`src/rtl/pipe_ctrl_pkg.sv`:
```
// Shared pipeline-control definitions: hazard FSM encoding, register and counter constants.
package pipe_ctrl_pkg;

  localparam int unsigned REG_W   = 5;
  localparam int unsigned CNT_W   = 8;
  localparam int unsigned STALL_W = 16;

  typedef enum logic [1:0] {
    RUN = 2'b00,
    MUL = 2'b01
  } seqState_e;

  localparam logic [REG_W-1:0]   REG_ZERO  = 5'd0;
  localparam logic [STALL_W-1:0] STALL_MAX = 16'hFFFF;

endpackage

```
`src/rtl/load_use_detect.sv`:
```
// Combinational load-use comparator: a load in EX whose destination feeds a source of the ID instruction.
module load_use_detect
  import pipe_ctrl_pkg::*;
(
  input  logic             memRead,
  input  logic [REG_W-1:0] exRt,
  input  logic [REG_W-1:0] idRs,
  input  logic [REG_W-1:0] idRt,
  input  logic             usesRt,
  output logic             hit_c
);

  logic rsMatch;
  logic rtMatch;

  assign rsMatch = (exRt == idRs);
  assign rtMatch = usesRt && (exRt == idRt);

  // $zero is never a real producer, so it can never create a dependence.
  assign hit_c = memRead && (exRt != REG_ZERO) && (rsMatch || rtMatch);

endmodule

```
`src/rtl/hazard_sequencer.sv`:
```
// Hazard controller for the 5-stage pipeline: load-use stalls, EX branch flushes,
// multi-cycle multiply occupancy of EX, and a saturating stall-cycle counter.
module hazard_sequencer
  import pipe_ctrl_pkg::*;
#(
  parameter int unsigned MUL_LAT = 4
) (
  input  logic               clk,
  input  logic               rst,
  input  logic               IDEX_MemRead,
  input  logic [REG_W-1:0]   IDEX_Rt,
  input  logic [REG_W-1:0]   IFID_Rs,
  input  logic [REG_W-1:0]   IFID_Rt,
  input  logic               IFID_UsesRt,
  input  logic               IDEX_MulStart,
  input  logic               EX_BranchTaken,
  output logic               PCWrite,
  output logic               IFIDWrite,
  output logic               IFID_Flush,
  output logic               IDEXWrite,
  output logic               IDEX_Bubble,
  output logic               EXMEM_Bubble,
  output logic               MulBusy,
  output logic [STALL_W-1:0] StallCycles
);

  // Entry cycle plus MUL cycles counting cnt down to zero gives MUL_LAT-1 stalls.
  localparam logic [CNT_W-1:0] CNT_INIT  = (MUL_LAT > 2) ? CNT_W'(MUL_LAT - 3) : '0;
  localparam bit               SHORT_MUL = (MUL_LAT == 2);

  seqState_e        state;
  seqState_e        nextState;
  logic [CNT_W-1:0] cnt;
  logic [CNT_W-1:0] nextCnt;
  logic             mulDone;
  logic             nextMulDone;
  logic             loadUseHit;

  load_use_detect uLoadUse (
    .memRead (IDEX_MemRead),
    .exRt    (IDEX_Rt),
    .idRs    (IFID_Rs),
    .idRt    (IFID_Rt),
    .usesRt  (IFID_UsesRt),
    .hit_c   (loadUseHit)
  );

  // State register
  always_ff @(posedge clk or posedge rst) begin
    if (rst) begin
      state   <= RUN;
      cnt     <= '0;
      mulDone <= 1'b0;
    end else begin
      state   <= nextState;
      cnt     <= nextCnt;
      mulDone <= nextMulDone;
    end
  end

  // Next-state and control decode; mulDone lives for exactly one cycle
  always_comb begin
    PCWrite      = 1'b1;
    IFIDWrite    = 1'b1;
    IFID_Flush   = 1'b0;
    IDEXWrite    = 1'b1;
    IDEX_Bubble  = 1'b0;
    EXMEM_Bubble = 1'b0;
    MulBusy      = 1'b0;
    nextState    = state;
    nextCnt      = cnt;
    nextMulDone  = 1'b0;

    if (!rst) begin
      unique case (state)
        RUN: begin
          if (EX_BranchTaken) begin
            IFID_Flush  = 1'b1;
            IDEX_Bubble = 1'b1;
          end else if (IDEX_MulStart && !mulDone) begin
            PCWrite      = 1'b0;
            IFIDWrite    = 1'b0;
            IDEXWrite    = 1'b0;
            EXMEM_Bubble = 1'b1;
            MulBusy      = 1'b1;
            if (SHORT_MUL) begin
              nextMulDone = 1'b1;
            end else begin
              nextState = MUL;
              nextCnt   = CNT_INIT;
            end
          end else if (loadUseHit) begin
            PCWrite     = 1'b0;
            IFIDWrite   = 1'b0;
            IDEX_Bubble = 1'b1;
          end
        end
        MUL: begin
          PCWrite      = 1'b0;
          IFIDWrite    = 1'b0;
          IDEXWrite    = 1'b0;
          EXMEM_Bubble = 1'b1;
          MulBusy      = 1'b1;
          if (cnt == '0) begin
            nextState   = RUN;
            nextMulDone = 1'b1;
          end else begin
            nextCnt = cnt - CNT_W'(1);
          end
        end
        default: begin
          nextState = RUN;
          nextCnt   = '0;
        end
      endcase
    end
  end

  // Performance counter of frozen-PC cycles, sticky at full scale
  always_ff @(posedge clk or posedge rst) begin
    if (rst) begin
      StallCycles <= '0;
    end else if (!PCWrite && (StallCycles != STALL_MAX)) begin
      StallCycles <= StallCycles + STALL_W'(1);
    end
  end

endmodule

```
`config.mk`:
```
export PLATFORM = sky130hd
export DESIGN_NAME = hazard_sequencer
export DESIGN_NICKNAME = d
export VERILOG_FILES = /design/src/rtl/pipe_ctrl_pkg.sv /design/src/rtl/load_use_detect.sv /design/src/rtl/hazard_sequencer.sv
export SDC_FILE = /design/constraint.sdc
export NUM_CORES = 1
export LEC_CHECK = 0
export ABC_AREA = 1
export CAP_MARGIN = 5
export CELL_PAD_IN_SITES_DETAIL_PLACEMENT = 0
export CELL_PAD_IN_SITES_GLOBAL_PLACEMENT = 1
export CORE_ASPECT_RATIO = 1.5
export CORE_MARGIN = 8
export CORE_UTILIZATION = 32
export CTS_CLUSTER_DIAMETER = 150
export DETAILED_ROUTE_END_ITERATION = 8
export DONT_BUFFER_PORTS = 1
export HOLD_SLACK_MARGIN = 0.12
export PLACE_DENSITY_LB_ADDON = 0.1
export SYNTH_ARGS = -nofsm -noshare
export SYNTH_HDL_FRONTEND = slang
export SYNTH_HIERARCHICAL = 1
export SYNTH_SLANG_ARGS = --single-unit
```
`constraint.sdc`:
```
create_clock -name clk -period 3.1 [get_ports clk]
set_input_delay 0.93 -clock clk [delete_from_list [all_inputs] [get_ports clk]]
set_output_delay 0.93 -clock clk [all_outputs]
set_load 0.02 [all_outputs]
```
-- Word level (Yosys, flattened, before mapping)
Index checks and enable logic that the tools add are counted.
- memory bits (writable): 0
- register bits after elaboration: 27
- memories kept: 0
- bits of input ports: 21
- latch bits: 0
- ROM bits: 0
- multipliers: 0
- bitwise operators: 1
- divide/modulo/power cells: 0
- reductions and logical operators: 13
- multiplexer cells: 32
- $lt $le $gt $ge: 0
- equal/unequal tests: 8
- shifts and indexed selects: 0
- add/subtract/negate cells: 2
- operator list (operator ; count):
    two-way mux 8 bit ; 3
    two-way mux 1 bit ; 21
    adder 16 x 1 -> 16 bit, second input constant ; 1
    != test 16 bit, second input constant ; 1
    case mux 8 bit (2 select lines) ; 1
    == test 5 bit ; 2
    logical NOT 8 bit ; 1
    != test 2 bit, second input constant ; 4
    AND reduction 4 bit ; 2
    subtractor 8 x 1 -> 8 bit, second input constant ; 1
    two-way mux 2 bit ; 3
    case mux 1 bit (2 select lines) ; 3
    logical AND 1 bit ; 5
    nonzero test 5 bit ; 1
    case mux 2 bit (2 select lines) ; 1
    == test 2 x 1 -> 1 bit, second input constant ; 1
    logical NOT 1 bit ; 2
    logical NOT 2 bit ; 1
    logical OR 1 bit ; 1
    inverter 1 bit ; 1

-- Logic depth before layout (Yosys ltp)
Gate-level depths: netlist (run 1).
- depth in word-level cells: 11
- depth in mapped cells: 13

-- By module
The synthesis (run 1) kept the hierarchy.
- by module, submodules not included (module ; sequential area each (µm²) ; area an instance (µm²) ; instances ; cells each):
    hazard_sequencer ; 650.6 ; 1760.4 ; 1 ; 241
    load_use_detect ; 0.0 ; 206.4 ; 1 ; 52

-- Worst setup path after synthesis (run 1)
Ideal clock, no wire load.
- kind: input -> output
- start point: input port rst
- end point: output port PCWrite
- path slack: -0.120 ns
- stages on the path: 5
- data arrival time: 2.290 ns
- path buffers: 1
- cells stage by stage: inv_1 nand2_1 inv_2 o21ai_0 buf_4
- word-level cells in the longest chain between the ends: 1
- RTL lines (item ; line ; RTL):
    start, declared ; hazard_sequencer.sv:9 ; input logic rst,
    two-way mux 1 bit ; -- ;
    end, declared ; hazard_sequencer.sv:17 ; output logic PCWrite,
Every way passes these cells.

-- Worst setup path in the final report (run 1)
- start point: input port IDEX_Rt[3]
- end point: output port IDEX_Bubble
- word-level cells in the longest chain between the ends: 9
- RTL lines (item ; line ; RTL):
    start, declared ; hazard_sequencer.sv:11 ; input logic [REG_W-1:0] IDEX_Rt,
    == test 5 bit ; load_use_detect.sv:17 ; assign rtMatch = usesRt && (exRt == idRt);
    logical AND 1 bit ; load_use_detect.sv:17 ;
    logical OR 1 bit ; load_use_detect.sv:20 ; assign hit_c = memRead && (exRt != REG_ZERO) && (rsMatch || rtMatch);
    logical AND 1 bit (*) ; load_use_detect.sv:20 ;
    net loadUseHit ; hazard_sequencer.sv:37 ; logic loadUseHit;
    two-way mux 1 bit (*) ; hazard_sequencer.sv:92 ; end else if (loadUseHit) begin
    two-way mux 1 bit (*) ; hazard_sequencer.sv:80 ; end else if (IDEX_MulStart && !mulDone) begin
    two-way mux 1 bit (*) ; hazard_sequencer.sv:77 ; if (EX_BranchTaken) begin
    two-way mux 1 bit (*) ; hazard_sequencer.sv:75 ; unique case (state)
    two-way mux 1 bit (*) ; hazard_sequencer.sv:74 ; if (!rst) begin
    end, declared ; hazard_sequencer.sv:21 ; output logic IDEX_Bubble,
The timed path passes the listed nets; every way through them passes the cells marked *.

==> impl_metrics.py, run 1 <==
metrics = {
    "critical_path": {
        "crit_buf_inv": 2,
        "endpoint_kind": "output port",
        "crit_slowest_cell": "a21oi_1",
        "crit_required_ns": 2.17,
        "arrival_ns": 1.93,
        "worst-setup-path-type": "in2out",
        "path_delay_family": "simple AND/OR/NAND/NOR gates",
        "cpPeakStageDelay_ns": 0.25,
        "start_kind": "input pin",
        "worstPathCellList": "inv_1 > nand2_1 > nand2_1 > nor2_1 > nand3_1 > a21oi_1 > a21oi_1 > nor3_1 > buf_4",
        "crit_fanout": 3,
    },
    "timing": {
        "holdWs_ns": 0.543,
        "tightest_slew_ns": 0.400,
        "fmax_ghz": 0.350,
        "rsz0062_at_grt": "no",
        "drv_slew": 0,
        "slew_headroom_pct": 73.3,
        "fin_tns_setup_ns": 0,
        "worst_clock_skew_ns": 0.0114,
        "finalHoldViolCount": 0,
        "setup_viol_count_final": 0,
        "finalCritPeriodShare_pct": 92.3,
        "min_period_ns": 2.86,
    },
    "clock_tree": {
        "cts_made_buffers": 3,
        "cts-root-buf": "clkbuf_8",
        "clk_path_buf_depth": 2,
        "htree_levels": 1,
        "cts_hold_buf": 0,
        "clock_sinks": 26,
        "post_cts_resized": 0,
        "cts_tree": "yes",
        "cts_setup_buffers": 0,
        "clk_latency_ns": 0.28,
        "path_clk_slew_ns": 0.11,
    },
    "yosys": {
        "synth-compound-area-share_pct": 6.17,
        "ys_ff_latch": 26,
        "synth_top_family_by_area": "simple AND/OR/NAND/NOR gates",
        "yosysTopAreaCell": "dfrtp_1",
        "syn_area_per_cell_um2": 6.71,
        "synth_fa_ha_area_share_pct": 1.91,
        "synthMuxAreaShare_pct": 0,
        "yosys_warnings": 6,
        "synthSimpleGateAreaFrac_pct": 43.7,
        "syn_inst": 293,
        "yosys.area_share.xor_xnor_pct": 3.56,
        "yosysTopAreaCellShare_pct": 33.1,
        "ys_top_cells_by_area": "dfrtp_1 (33%), nand2_1 (21%), inv_1 (6.1%)",
        "seq_area_frac_synth_pct": 33.1,
        "synth_nets": 317,
        "netlist_area_um2": 1970,
        "ys_types": 28,
    },
    "detailed_routing": {
        "first_iter_violations": 64,
        "avgViaCountPerCell": 4.57,
        "route.detailed.drc": 0,
        "wirelength_um": 4780,
        "dr_total_vias": 1680,
        "wl_per_cell_um": 13.0,
        "firstDrtPassIters": 4,
        "ant_nets": 0,
    },
    "place": {
        "gp_congestion": 0.686,
        "hpwl_um": 3720,
        "portBuffers": 0,
    },
    "grt": {
        "grt_max_degree": 28,
        "grtUsageMet1_pct": 11.6,
        "gr-usage-met3_pct": 2.00,
        "grt_pass1_vias": 1773,
        "grt_pass1_wl_um": 8310,
        "met2_usage_pct": 22.1,
        "grt_overflow": 0,
        "grt.total_usage_pct": 11.4,
        "grt-busiest-layer": "met2",
        "antenna_found_initial": 0,
    },
    "final_layout": {
        "n_antenna_cell": 0,
        "drive_gt1_share_pct": 14.3,
        "final_common_cell": "nand2_1",
        "areaGrowthSynthToFinish_pct": 5.34,
        "final_cell_mix": "nand2_1 (110), inv_1 (31), nor2_1 (31)",
        "final.fill_count": 678,
        "fin_nets": 319,
    },
    "floorplan": {
        "die_w_um": 80.0,
        "die_area_um2": 8960,
        "initial_core_util_pct": 32.5,
        "num_rows": 35,
        "io_pins": 44,
        "coreArea_um2": 6040,
        "die_h_um": 112,
    },
    "pwr": {
        "total_leakage_power_nw": 1.06,
        "power.density_nw_per_um2": 620,
        "vdd_drop_max_v": 0.000240,
    },
    "min_path": {
        "hold_path_class": "reg2reg",
    },
    "outcome": {
        "status": "completed",
    },
    "flow_run": {
        "cap_violations": 0,
    },
}
## worst register-to-register path: stages (launching register included)
cell	delay, ns
dfrtp_1	0.54
ha_1	0.29
nand3_2	0.14
inv_2	0.11
nand2_2	0.08
clkinv_2	0.07
nand2_4	0.06
nand2_8	0.14
inv_6	0.11
nand2_1	0.08
nand2_1	0.05
## where the power goes
group	switching (W)	total (W)	internal [W]
registers	0.000139	0.000552	0.000413
clock network	0.000120	0.000233	0.000114
logic	0.000322	0.000499	0.000177
total	0.000581	0.00128	0.000704
## per-stage QoR
| step | cell area [um2] | cells | worst slack [ns] | power [W] | util [%] |
|---|---|---|---|---|---|
| 6_report | 2070 | 368 | 0.239 | 0.00128 | 34.3 |
| 5_1_grt | 2070 | 368 | 0.0759 | 0.00141 | 34.3 |
| 2_1_floorplan | 1970 | 293 | 0.0667 | 0.000997 | - |
| 3_3_place_gp | 2020 | 364 | 0.238 | 0.00108 | 33.4 |
| 4_1_cts | 2070 | 368 | 0.215 | 0.00131 | 34.3 |
| 3_5_place_dp | 2020 | 364 | 0.228 | 0.00108 | 33.4 |
## cells by family (layout without fill, tap and decap cells)
kind of cell,Yosys count,count (layout)
simple gates,189,189
flops,26,26
buf+inv,46,47
compound gates,21,21
fa+ha+maj,3,3
xor+xnor,8,8
## registers in the layout, summed over array words and instances (netlist names)
name and count:
StallCycles 16, cnt 8, mulDone 1, state 1
## cells in the mapped netlist, drive strengths merged
cell,instances
a21oi,2
buf,6
clkinv,1
dfrtp,26
ha,3
inv,39
nand2,128
nand3,16
nand3b,3
nand4,5
nor2,35
nor3,2
o21ai,17
o21bai,2
xnor2,8
## final timing paths
| kind | cells past startpoint | start | slack (ns) | to |
|---|---|---|---|---|
| max in group asynchronous | 2 | rst | 2.21 | StallCycles[4] |
| max reg2reg | 10 | StallCycles[0] | 1.35 | StallCycles[14] |
| min in group asynchronous | 2 | rst | 0.61 | mulDone |
| min reg2reg | 2 | cnt[7] | 0.54 | cnt[7] |
| min | 2 | cnt[7] | 0.54 | cnt[7] |
| max | 9 | IDEX_Rt[3] | 0.24 | IDEX_Bubble |
## routing by layer
| layer | routed length, um | vias to the layer above |
|---|---|---|
| li1 | - | 898 |
| met1 | 1790 | 750 |
| met2 | 2700 | 30 |
| met3 | 253 | 2 |
| met4 | 39 | 0 |
| met5 | 0 | - |
## cell type report
cell class | instances | area [um2] | share of cell area [%]
multi-input combinational | 221 | 1090 | 52.5
sequential | 26 | 651 | 31.4
inverter | 40 | 163 | 7.85
tap | 74 | 92.6 | 4.47
clock buffer | 4 | 55.1 | 2.66
timing repair buffer | 3 | 22.5 | 1.09
No activity file was read; power rests on OpenSTA's default activity.
==> inputs of run 2 (changes only) <==
--- a/config.mk
+++ b/config.mk
@@ -11,7 +11,7 @@
 export CELL_PAD_IN_SITES_GLOBAL_PLACEMENT = 1
 export CORE_ASPECT_RATIO = 1.5
 export CORE_MARGIN = 8
-export CORE_UTILIZATION = 32
+export CORE_UTILIZATION = 44
 export CTS_CLUSTER_DIAMETER = 150
 export DETAILED_ROUTE_END_ITERATION = 8
 export DONT_BUFFER_PORTS = 1
==> run 2 against run 1 <==
  * Via count about the same
  * Wire length down 8.3%
  * Fmax up 1.6%
  * Sequential cell count unchanged
  * Worst setup slack better by 0.046 ns
  * Global-route usage up 1.8 points
  * Clock skew down 0.0043 ns
  * Critical path type unchanged
  * Critical endpoint unchanged
  * Largest cell class unchanged
==> impl_metrics.py, run 2 (same netlist as run 1, synthesis figures left out) <==
metrics = {
    "outcome": {
        "status": "completed",
    },
    "floorplan": {
        "coreArea_um2": 4430,
        "die_area_um2": 6910,
        "num_rows": 30,
        "die_w_um": 70.6,
        "initial_core_util_pct": 44.4,
        "io_pins": 44,
        "die_h_um": 97.9,
    },
    "detailed_routing": {
        "dr.max_layer_used": "met4",
        "wirelength_um": 4390,
        "wl_met2_um": 2390,
        "wl_per_cell_um": 12.8,
        "ant_nets": 0,
        "route.detailed.drc": 0,
        "first_iter_violations": 45,
        "wl_met3_um": 229,
        "avgViaCountPerCell": 4.92,
        "dr_total_vias": 1681,
        "wl_met1_um": 1700,
        "firstDrtPassIters": 4,
    },
    "timing": {
        "drv_slew": 0,
        "worst_clock_skew_ns": 0.00710,
        "fmax_ghz": 0.355,
        "setup_viol_count_final": 0,
        "fin_tns_setup_ns": 0,
        "finalHoldViolCount": 0,
        "tightest_slew_ns": 0.409,
        "holdWs_ns": 0.548,
        "slew_headroom_pct": 72.8,
        "min_period_ns": 2.81,
        "rsz0062_at_grt": "no",
        "finalCritPeriodShare_pct": 90.8,
    },
    "critical_path": {
        "path_delay_family": "simple AND/OR/NAND/NOR gates",
        "worst-setup-path-type": "in2out",
        "crit_buf_inv": 2,
        "crit_required_ns": 2.17,
        "crit_slowest_cell": "a21oi_1",
        "arrival_ns": 1.88,
        "cpPeakStageDelay_ns": 0.24,
        "endpoint_kind": "output port",
        "start_kind": "input pin",
        "worstPathCellList": "inv_1 > nand2_1 > nand2_1 > nor2_1 > nand3_1 > a21oi_1 > a21oi_1 > nor3_1 > buf_4",
        "crit_fanout": 3,
    },
    "clock_tree": {
        "cts_made_buffers": 3,
        "clk_latency_ns": 0.27,
        "path_clk_slew_ns": 0.09,
        "cts_tree": "yes",
        "clock_sinks": 26,
        "cts_hold_buf": 0,
        "cts_setup_buffers": 0,
        "cts-root-buf": "clkbuf_8",
        "post_cts_resized": 0,
        "htree_levels": 1,
        "clk_path_buf_depth": 2,
    },
    "final_layout": {
        "areaGrowthSynthToFinish_pct": 3.37,
        "fin_nets": 320,
        "drive_gt1_share_pct": 14.3,
        "largest_reg_flops": 16,
        "final_common_cell": "nand2_1",
        "final.fill_count": 490,
        "n_antenna_cell": 0,
        "final_cell_mix": "nand2_1 (110), inv_1 (31), nor2_1 (31)",
        "largest-register": "StallCycles",
        "reg_top3": "StallCycles (16), cnt (8)",
    },
    "min_path": {
        "hold_path_class": "reg2reg",
    },
    "grt": {
        "grt.total_usage_pct": 13.2,
        "antenna_found_initial": 0,
        "grt_overflow": 0,
        "grt_max_degree": 28,
        "grt_pass1_wl_um": 7510,
        "grt_pass1_vias": 1675,
    },
    "pwr": {
        "total_leakage_power_nw": 1.05,
        "vdd_drop_max_v": 0.000307,
        "power.density_nw_per_um2": 615,
    },
    "place": {
        "gp_congestion": 0.736,
        "hpwl_um": 3420,
        "portBuffers": 0,
    },
    "flow_run": {
        "cap_violations": 0,
    },
}
run 2: report_power, final:
part           switching [W]  leakage [nW]  total (W)  internal (W)
clock network       0.000105        0.0216   0.000193     0.0000871
registers           0.000141         0.351   0.000554      0.000413
logic               0.000324         0.683   0.000505      0.000181
total               0.000570          1.05    0.00125      0.000681
run 2: metrics by stage:
| step | utilization, % | cells | setup slack (ns) | total power [W] | instance area, um2 |
|---|---|---|---|---|---|
| after global routing | 45.9 | 342 | 0.143 | 0.00137 | 2030 |
| final | 45.9 | 342 | 0.285 | 0.00125 | 2030 |
| after CTS | 45.9 | 342 | 0.255 | 0.00127 | 2030 |
| after global placement | 45.0 | 339 | 0.267 | 0.00107 | 1990 |
| after floorplan | - | 293 | 0.0667 | 0.000997 | 1970 |
| after detailed placement | 45.0 | 339 | 0.267 | 0.00108 | 1990 |
run 2: worst register-to-register path, cell delays in order (launching register included):
cell      delay (ns)
dfrtp_1         0.54
ha_1            0.29
nand3_2         0.14
inv_2           0.11
nand2_2         0.07
clkinv_2        0.06
nand2_4         0.06
nand2_8         0.14
inv_6           0.11
nand2_1         0.08
nand2_1         0.05
run 2: worst paths after layout:
check,from,to,slack [ns],cells after the start
hold / removal,cnt[7],cnt[7],0.55,2
setup / recovery,IDEX_Rt[3],IDEX_Bubble,0.29,9
hold reg to reg,cnt[7],cnt[7],0.55,2
setup reg to reg,StallCycles[0],StallCycles[11],1.34,10
min in group asynchronous,rst,mulDone,0.62,2
max in group asynchronous,rst,StallCycles[10],2.21,2
run 2: layout make-up:
type	instances	area, um2	area share [%]
clock buffers	3	41.3	2.03
inverters	40	163	8.00
multi-input cells	221	1090	53.5
flip-flops and latches	26	651	32.0
well taps	48	60.1	2.95
repair buffers	4	30.0	1.48
run 2: routing by layer:
layer / GRT usage (%) / vias to the layer above
li1: - / 896
met1: 13.1 / 748
met2: 25.6 / 31
met3: 2.87 / 6
met4: 4.51 / 0
met5: 0 / -
